===== src/rtl/lc_request_collector.sv =====
// lc_request_collector: assembles a transition ID then an authentication ID from host words.
// Latency: request pulses one cycle after the last word is accepted; output IDs load on that same edge.
// Backpressure: host_ready is low for 1+LOCKOUT_CYCLES cycles after each request; the host holds its word.
//
// Ports:
//   clk, rst                   single clock, synchronous active-high reset
//   host_valid/host_ready      host word handshake; host_data is most significant word first
//   host_abort                 discards the collection in progress (ignored while busy)
//   lc_transition_id           last issued transition ID (stable between requests)
//   lc_authentication_id       last issued authentication ID (stable between requests)
//   lc_transition_request_in   one-cycle request pulse
//   lc_authentication_valid    one-cycle pulse, coincident with the request pulse
//   busy                       high while issuing and during lockout
//   err_timeout                one-cycle pulse when an idle collection is discarded
//   err_parity                 one-cycle pulse on checksum mismatch (0 unless LC_REQ_PARITY_EN)
//   req_count                  saturating count of issued requests
//
// Optional feature macro: LC_REQ_PARITY_EN -- a trailing checksum word (XOR of all data words)
// must match before a request is issued.
module lc_request_collector #(
  parameter int WORD_W         = 32,
  parameter int ID_W           = 256,
  parameter int TIMEOUT_CYCLES = 1024,
  parameter int LOCKOUT_CYCLES = 64
) (
  input  logic              clk,
  input  logic              rst,
  input  logic              host_valid,
  output logic              host_ready,
  input  logic [WORD_W-1:0] host_data,
  input  logic              host_abort,
  output logic [ID_W-1:0]   lc_transition_id,
  output logic [ID_W-1:0]   lc_authentication_id,
  output logic              lc_transition_request_in,
  output logic              lc_authentication_valid,
  output logic              busy,
  output logic              err_timeout,
  output logic              err_parity,
  output logic [7:0]        req_count
);

  localparam int NW    = ID_W / WORD_W;
  localparam int CNT_W = $clog2(2 * NW + 1);
  localparam int TMR_W = $clog2(TIMEOUT_CYCLES + 1);
  localparam int LCK_W = $clog2(LOCKOUT_CYCLES + 1);

  localparam logic [2:0] S_TID   = 3'd0;
  localparam logic [2:0] S_AID   = 3'd1;
  localparam logic [2:0] S_ISSUE = 3'd2;
  localparam logic [2:0] S_LOCK  = 3'd3;
`ifdef LC_REQ_PARITY_EN
  localparam logic [2:0] S_CHECK = 3'd4;
`endif

  logic [2:0]       state;
  logic [CNT_W-1:0] word_cnt;
  logic [TMR_W-1:0] idle_tmr;
  logic [LCK_W-1:0] lock_tmr;
  logic [ID_W-1:0]  tid_stage;
  logic [ID_W-1:0]  aid_stage;
  logic [ID_W-1:0]  tid_shift;
  logic [ID_W-1:0]  aid_shift;
  logic             accept;
  logic             last_word;
  logic             timer_run;
  logic             timed_out;

`ifdef LC_REQ_PARITY_EN
  logic [WORD_W-1:0] csum;
  logic              err_parity_q;

  assign host_ready = (state == S_TID) || (state == S_AID) || (state == S_CHECK);
  // Once the first TID word lands, every later collecting state is mid-collection.
  assign timer_run  = ((state == S_TID) && (word_cnt != '0)) || (state == S_AID) ||
                      (state == S_CHECK);
  assign err_parity = err_parity_q;
`else
  assign host_ready = (state == S_TID) || (state == S_AID);
  assign timer_run  = ((state == S_TID) && (word_cnt != '0)) || (state == S_AID);
  assign err_parity = 1'b0;
`endif

  assign accept    = host_valid && host_ready && !host_abort;
  assign last_word = (word_cnt == CNT_W'(NW - 1));
  assign timed_out = timer_run && !accept && !host_abort &&
                     (idle_tmr == TMR_W'(TIMEOUT_CYCLES - 1));
  assign tid_shift = {tid_stage[ID_W-WORD_W-1:0], host_data};
  assign aid_shift = {aid_stage[ID_W-WORD_W-1:0], host_data};

  assign lc_transition_request_in = (state == S_ISSUE);
  assign lc_authentication_valid  = (state == S_ISSUE);
  assign busy                     = (state == S_ISSUE) || (state == S_LOCK);

  always_ff @(posedge clk) begin
    if (rst) begin
      state                <= S_TID;
      word_cnt             <= '0;
      idle_tmr             <= '0;
      lock_tmr             <= '0;
      tid_stage            <= '0;
      aid_stage            <= '0;
      lc_transition_id     <= '0;
      lc_authentication_id <= '0;
      req_count            <= '0;
      err_timeout          <= 1'b0;
`ifdef LC_REQ_PARITY_EN
      csum                 <= '0;
      err_parity_q         <= 1'b0;
`endif
    end else begin
      err_timeout <= 1'b0;
`ifdef LC_REQ_PARITY_EN
      err_parity_q <= 1'b0;
`endif
      if (host_ready && (host_abort || timed_out)) begin
        // Abort and timeout discard the partial collection alike; only timeout reports it.
        state       <= S_TID;
        word_cnt    <= '0;
        idle_tmr    <= '0;
        tid_stage   <= '0;
        aid_stage   <= '0;
        err_timeout <= timed_out;
`ifdef LC_REQ_PARITY_EN
        csum        <= '0;
`endif
      end else if (accept) begin
        idle_tmr <= '0;
        word_cnt <= word_cnt + CNT_W'(1);
`ifdef LC_REQ_PARITY_EN
        csum     <= csum ^ host_data;
`endif
        case (state)
          S_TID: begin
            tid_stage <= tid_shift;
            if (last_word) begin
              state    <= S_AID;
              word_cnt <= '0;
            end
          end
          S_AID: begin
            aid_stage <= aid_shift;
            if (last_word) begin
              word_cnt <= '0;
`ifdef LC_REQ_PARITY_EN
              state    <= S_CHECK;
`else
              // Outputs load straight from the completed staging so no partial ID is ever seen.
              state                <= S_ISSUE;
              lc_transition_id     <= tid_stage;
              lc_authentication_id <= aid_shift;
              if (req_count != 8'hFF) req_count <= req_count + 8'd1;
`endif
            end
          end
`ifdef LC_REQ_PARITY_EN
          S_CHECK: begin
            word_cnt <= '0;
            csum     <= '0;
            if (host_data == csum) begin
              state                <= S_ISSUE;
              lc_transition_id     <= tid_stage;
              lc_authentication_id <= aid_stage;
              if (req_count != 8'hFF) req_count <= req_count + 8'd1;
            end else begin
              state        <= S_TID;
              tid_stage    <= '0;
              aid_stage    <= '0;
              err_parity_q <= 1'b1;
            end
          end
`endif
          default: ;
        endcase
      end else begin
        if (timer_run) idle_tmr <= idle_tmr + TMR_W'(1);
        case (state)
          S_ISSUE: begin
            state    <= S_LOCK;
            lock_tmr <= '0;
          end
          S_LOCK: begin
            if (lock_tmr == LCK_W'(LOCKOUT_CYCLES - 1)) state <= S_TID;
            else lock_tmr <= lock_tmr + LCK_W'(1);
          end
          default: ;
        endcase
      end
    end
  end

endmodule


===== config.mk =====
export PLATFORM = sky130hd
export DESIGN_NAME = lc_request_collector
export DESIGN_NICKNAME = d
export VERILOG_FILES = /design/src/rtl/lc_request_collector.sv
export SDC_FILE = /design/constraint.sdc
export NUM_CORES = 2
export LEC_CHECK = 0
export ABC_AREA = 0
export CORE_MARGIN = 3
export CORE_UTILIZATION = 60
export CTS_CLUSTER_DIAMETER = 80
export DETAILED_ROUTE_END_ITERATION = 10
export DONT_BUFFER_PORTS = 1
export PLACE_DENSITY = 0.82
export SLEW_MARGIN = 20
export SYNTH_ARGS = -nofsm -noshare
export SYNTH_HDL_FRONTEND = slang
export SYNTH_SLANG_ARGS = --single-unit

===== constraint.sdc =====
create_clock -name clk -period 2.5 [get_ports clk]
set_input_delay 0.75 -clock clk [delete_from_list [all_inputs] [get_ports clk]]
set_output_delay 0.75 -clock clk [all_outputs]
set_load 0.01 [all_outputs]

# == Yosys cells after proc, flatten, opt, wreduce, memory -nomap -nowiden ==
# Cells that the tools add are included.
# word_totals
out_inout_bits,526
regBits,1027
elab_cells,65
# classes
n_mux,10
reduce_logical,27
n_bitwise,2
n_addsub,4
n_eq_ne,12
# ops
op,count
$pmux W7 S2,1
$mux W3,4
$pmux W3 S2,2
$add A11 B1 Y11 const B,1
$eq A11 B10 Y1 const B,1
$mux W5,2
$reduce_and A5 Y1,2
$add A8 B1 Y8 const B,1
$ne A8 B8 Y1 const B,1
$reduce_and A4 Y1,2
$add A7 B1 Y7 const B,1
$eq A7 B6 Y1 const B,1
$logic_and A1 B1 Y1,7
$mux W7,1
$eq A3 B2 Y1 const B,2
$ne A3 B3 Y1 const B,2
$reduce_or A2 Y1,3
$add A5 B1 Y5 const B,1
$eq A5 B3 Y1 const B,1
$reduce_bool A5 Y1,1
$logic_or A1 B1 Y1,4
$reduce_and A2 Y1,2
$eq A3 B1 Y1 const B,1
$logic_not A3 Y1,1
8 further kinds,10

# == Longest topological paths before layout ==
# depth
ltp_word,12
ltp_mapped,9
depth_no_buf,5

# == Worst setup path after synthesis ==
# OpenSTA, ideal clock, no wires.
# synth_path
kind,input to register
start,input port host_abort
end,register aid_stage[134]
setup_ns,0.116
t_arrival_ns,1.946
setup_slack_ns,0.438
path_stages,6
required_ns,2.384
cell_sequence,or4_1 > o21ai_1 > buf_4 > buf_8 > buf_6 > a21oi_1
# synth_between
elab_chain_cells,9
elab_cells_between_ends,10
classes_between,reduce/logical (10)
# synth_rtl
element,line_no,text
"start, declared",31,"input logic host_abort,"
$logic_not A1 Y1,"83, 85",
$logic_and A1 B1 Y1,83,assign accept = host_valid && host_ready && !host_abort;
$logic_not A1 Y1,85,assign timed_out = timer_run && !accept && !host_abort &&
$logic_and A1 B1 Y1 (3 in series),85,
$logic_or A1 B1 Y1,115,if (host_ready && (host_abort || timed_out)) begin
$logic_and A1 B1 Y1,115,
$reduce_or A2 Y1 (no source line),-,
"end signal, assigned",141,aid_stage <= aid_shift;
"end, declared",60,logic [ID_W-1:0] aid_stage;
# Several ways; a longest one is shown, not always the timed one.
# A chain may end at the register's enable or synchronous reset.

# == Worst setup path in the final report ==
# layout_path
start,register state[1]
end,output port lc_authentication_valid
# layout_between
elab_chain_cells,1
# layout_rtl
element,line_no,text
"start, declared",55,logic [2:0] state;
"start signal, assigned",96,state <= S_TID;
"start signal, assigned",117,state <= S_TID;
"start signal, assigned",136,state <= S_AID;
$eq A3 B2 Y1,91,assign lc_authentication_valid = (state == S_ISSUE);
"end, declared",35,"output logic lc_authentication_valid,"
# No other way between the ends.

==> summary.md <==
| Metric | Value |
|---|---|
| Die width | 250 um |
| Post-layout min period | 2.40 ns |
| Critical path arrival | 1.65 ns |
| Pins Over Slew Limit | 0 |
| Critical path endpoint category | output pin |
| FP Rows | 88 |
| Die Y | 250 um |
| Post-synth EDFFs | 0 |
| CTS Buffer Depth | 3 |
| Total number of yosys warnings | 0 |
| Clk_skew | 0.0280 ns |
| Nets | 4405 |
| Layout area overhead | 11.1% |
| Gr ovfl total | 0 |
| Multi-input gate area | 13500 sq um |
| Master of the slowest instance on the critical path | dfxtp_4 |
| Synth Instances | 4504 |
| Routed WL | 103 mm |
| Antenna fix cells | 0 |
| MaxCap Viol Count | 0 |
| Layout cell share with drive strength beyond 1 | 6.35% |
| Detailed Route Iter0 Violations | 3404 |
| Initial core utilization | 61.4% |
| TritonCTS buffer count | 97 |
| Min Hold Slack | 0.195 ns |
| Pleak | 0.0126 uW |
| Status | completed |
| Root buffer cell | clkbuf_16 |
| Clock latency on the worst-skew pair | 0.66 ns |
| Initial antenna violation count | 1 |
| # fillers | 4482 |
| Slew @ Worst Pin | 0.975 ns |
| Final Hold Fails | 0 |
| TritonCTS clock tree | yes |
| Sequential-to-total area share from yosys stat | 57.3% |
| Hold WC Path Type | in -> reg |
| Critical path startpoint category | flip-flop |
| Largest net degree at the start of global routing | 532 |
| CP Cell Sequence | buf_6 > nor2b_1 > buf_4 |
| Crit path max-delay family | flip-flops |
| Synth Net Count | 4545 |
| Fmax | 416 MHz |
| Critical path class | reg -> out |
| Core area | 58400 sq um |
| Die area | 62700 sq um |
| Port Buffer Count | 0 |
| GRT Util Overall | 31.3% |
| Distinct cell type count of the synthesized netlist | 53 |
| RSZ-0062 raised after global routing | false |
| Pre-antenna DRT Iters | 6 |
| Synth Flop Type | dfxtp_1 |
| Slew Limit Headroom | 35.0% |
| Setup_tns | 0 ns |
| First-pass GRT wire length | 158 mm |
| Seq cells post-synth | 1026 |
| I/O pin total | 562 |
| Sinks on Clock Net | 1026 |
| Critical-path maximum fanout | 11 |
| Register clock-pin slew on the reported worst setup and hold paths | 0.06 ns |
| Routed Antenna Nets | 0 |
| Count of final setup violators | 0 |
| Crit path largest cell delay | 0.42 ns |
| CTS Hold Bufs | 0 |
| Period Utilization, post-route | 96.2% |
| Synth async-reset ratio | 0% |
| Via count | 30300 |
| CP bufs+invs | 2 |
| Register area | 20500 sq um |
| H-tree lvl count | 3 |
| DP Wirelength | 68.8 mm |
| Maximum VDD drop | 0.000658 V |
| Final GP Congestion | 0.913 |
| PD cells | 811 nW/um^2 |
| Cell Area, Synth | 35800 sq um |
| WL per Instance | 19.8 um |
| Synthesized area per cell | 7.95 sq um |
| Vias in the first global route | 28000 |
| Residual DRC count | 0 |
| Critical Path RT | 1.75 ns |
| Routed vias/inst | 5.82 |
[layout by cell type (no fill, tap or decap), drive strengths merged, types with 5 or more instances in the layout]
master  count
a211oi      6
a21oi    1004
buf       100
bufinv     10
clkbuf    137
clkinv     26
dfxtp    1026
ha          5
inv        12
mux2i       5
nand2    2000
nand3       6
nand4       6
nor2       23
nor3        5
o21ai       6
or3         5
xnor2      10
[power by group]
| part | internal, uW | leakage [uW] | switching [uW] |
|---|---|---|---|
| Sequential | 16400 | 0.00826 | 15.9 |
| Combinational | 114 | 0.00262 | 303 |
| Clock | 9160 | 0.00171 | 6320 |
| Total | 25600 | 0.0126 | 6630 |
[cell usage after synthesis, drive strengths merged, types with 3 or more instances]
cell type / number / area share (%)
a31oi: 4 / 0.070
a21oi: 1004 / 14
ha: 5 / 0.17
inv: 9 / 0.094
nand2: 2000 / 21
buf: 189 / 3.5
nor4: 4 / 0.11
dfxtp: 1026 / 57
o21ai: 6 / 0.084
nand3: 6 / 0.084
a211oi: 6 / 0.13
or3: 5 / 0.087
nor2: 23 / 0.25
xor2: 3 / 0.073
and4: 4 / 0.098
and3: 4 / 0.070
nor3: 5 / 0.070
xnor2: 10 / 0.24
mux2i: 5 / 0.14
clkbuf: 150 / 1.6
nand4: 6 / 0.10
[sequential cells by signal, summed over array words and instances (netlist names)]
name and cells:
aid_stage 224, lc_transition_id 256, idle_tmr 11, lock_tmr 7, lc_authentication_id 256, tid_stage 256, err_timeout 1, req_count 8
word_cnt 5, state 2
[cells by family (layout without fill, tap and decap cells)]
group | Yosys count | in the layout | share of synthesized area (%)
xor+xnor | 13 | 13 | 0.318
buf+inv | 348 | 287 | 5.14
other cells | 1 | 1 | 0.0105
mux | 5 | 5 | 0.140
flops | 1026 | 1026 | 57.3
fa+ha+maj | 5 | 5 | 0.175
simple gates | 2075 | 2075 | 22.3
compound gates | 1031 | 1031 | 14.6
[routing by layer]
metal  up-vias  global-route usage, %  wire (um)
li1      14200                      -          -
met5         -                      0          0
met4         0                   17.9       6360
met1     14300                   39.9      39600
met2      1498                   47.9      46300
met3       299                   8.71      10900
[layout make-up]
| class | instances | share of cell area, % |
|---|---|---|
| Sequential cell | 1026 | 51.6 |
| Multi-Input combinational cell | 3130 | 33.9 |
| Clock buffer | 137 | 7.32 |
| Timing Repair Buffer | 100 | 3.40 |
| Tap cell | 765 | 2.41 |
| Clock inverter | 41 | 1.28 |
| Inverter | 9 | 0.0849 |
[through the flow]
stage	power, uW	setup slack [ns]	cells	cell area, sq um	util, %
global route	33000	0.0368	5208	39800	68.2
global placement	17100	0.149	5030	36400	62.3
finish	32300	0.0962	5208	39800	68.2
detailed placement	17100	0.119	5030	36400	62.3
CTS	32400	0.00610	5208	39800	68.2
floorplan	17200	0.438	4504	35800	-
[worst paths after layout]
path	start	to	slack [ns]	depth (start not counted)
worst min register to register	idle_tmr[10]$_SDFFE_PP0N_	idle_tmr[10]$_SDFFE_PP0N_	0.43	2
worst max-delay path	state[1]$_SDFFE_PP0P_	lc_authentication_valid	0.1	3
worst max register to register	word_cnt[1]$_SDFFE_PP0P_	lc_transition_id[80]$_SDFFE_PP0P_	0.26	8
worst min-delay path	rst	lc_authentication_id[167]$_SDFFE_PP0P_	0.20	1
[repair_timing]
item                       CTS  global route
hold endpoints to repair     0             0
setup buffers                0             0
setup endpoints to repair    2             2
resized for setup            2             1
(Power assumes the default switching activity.)
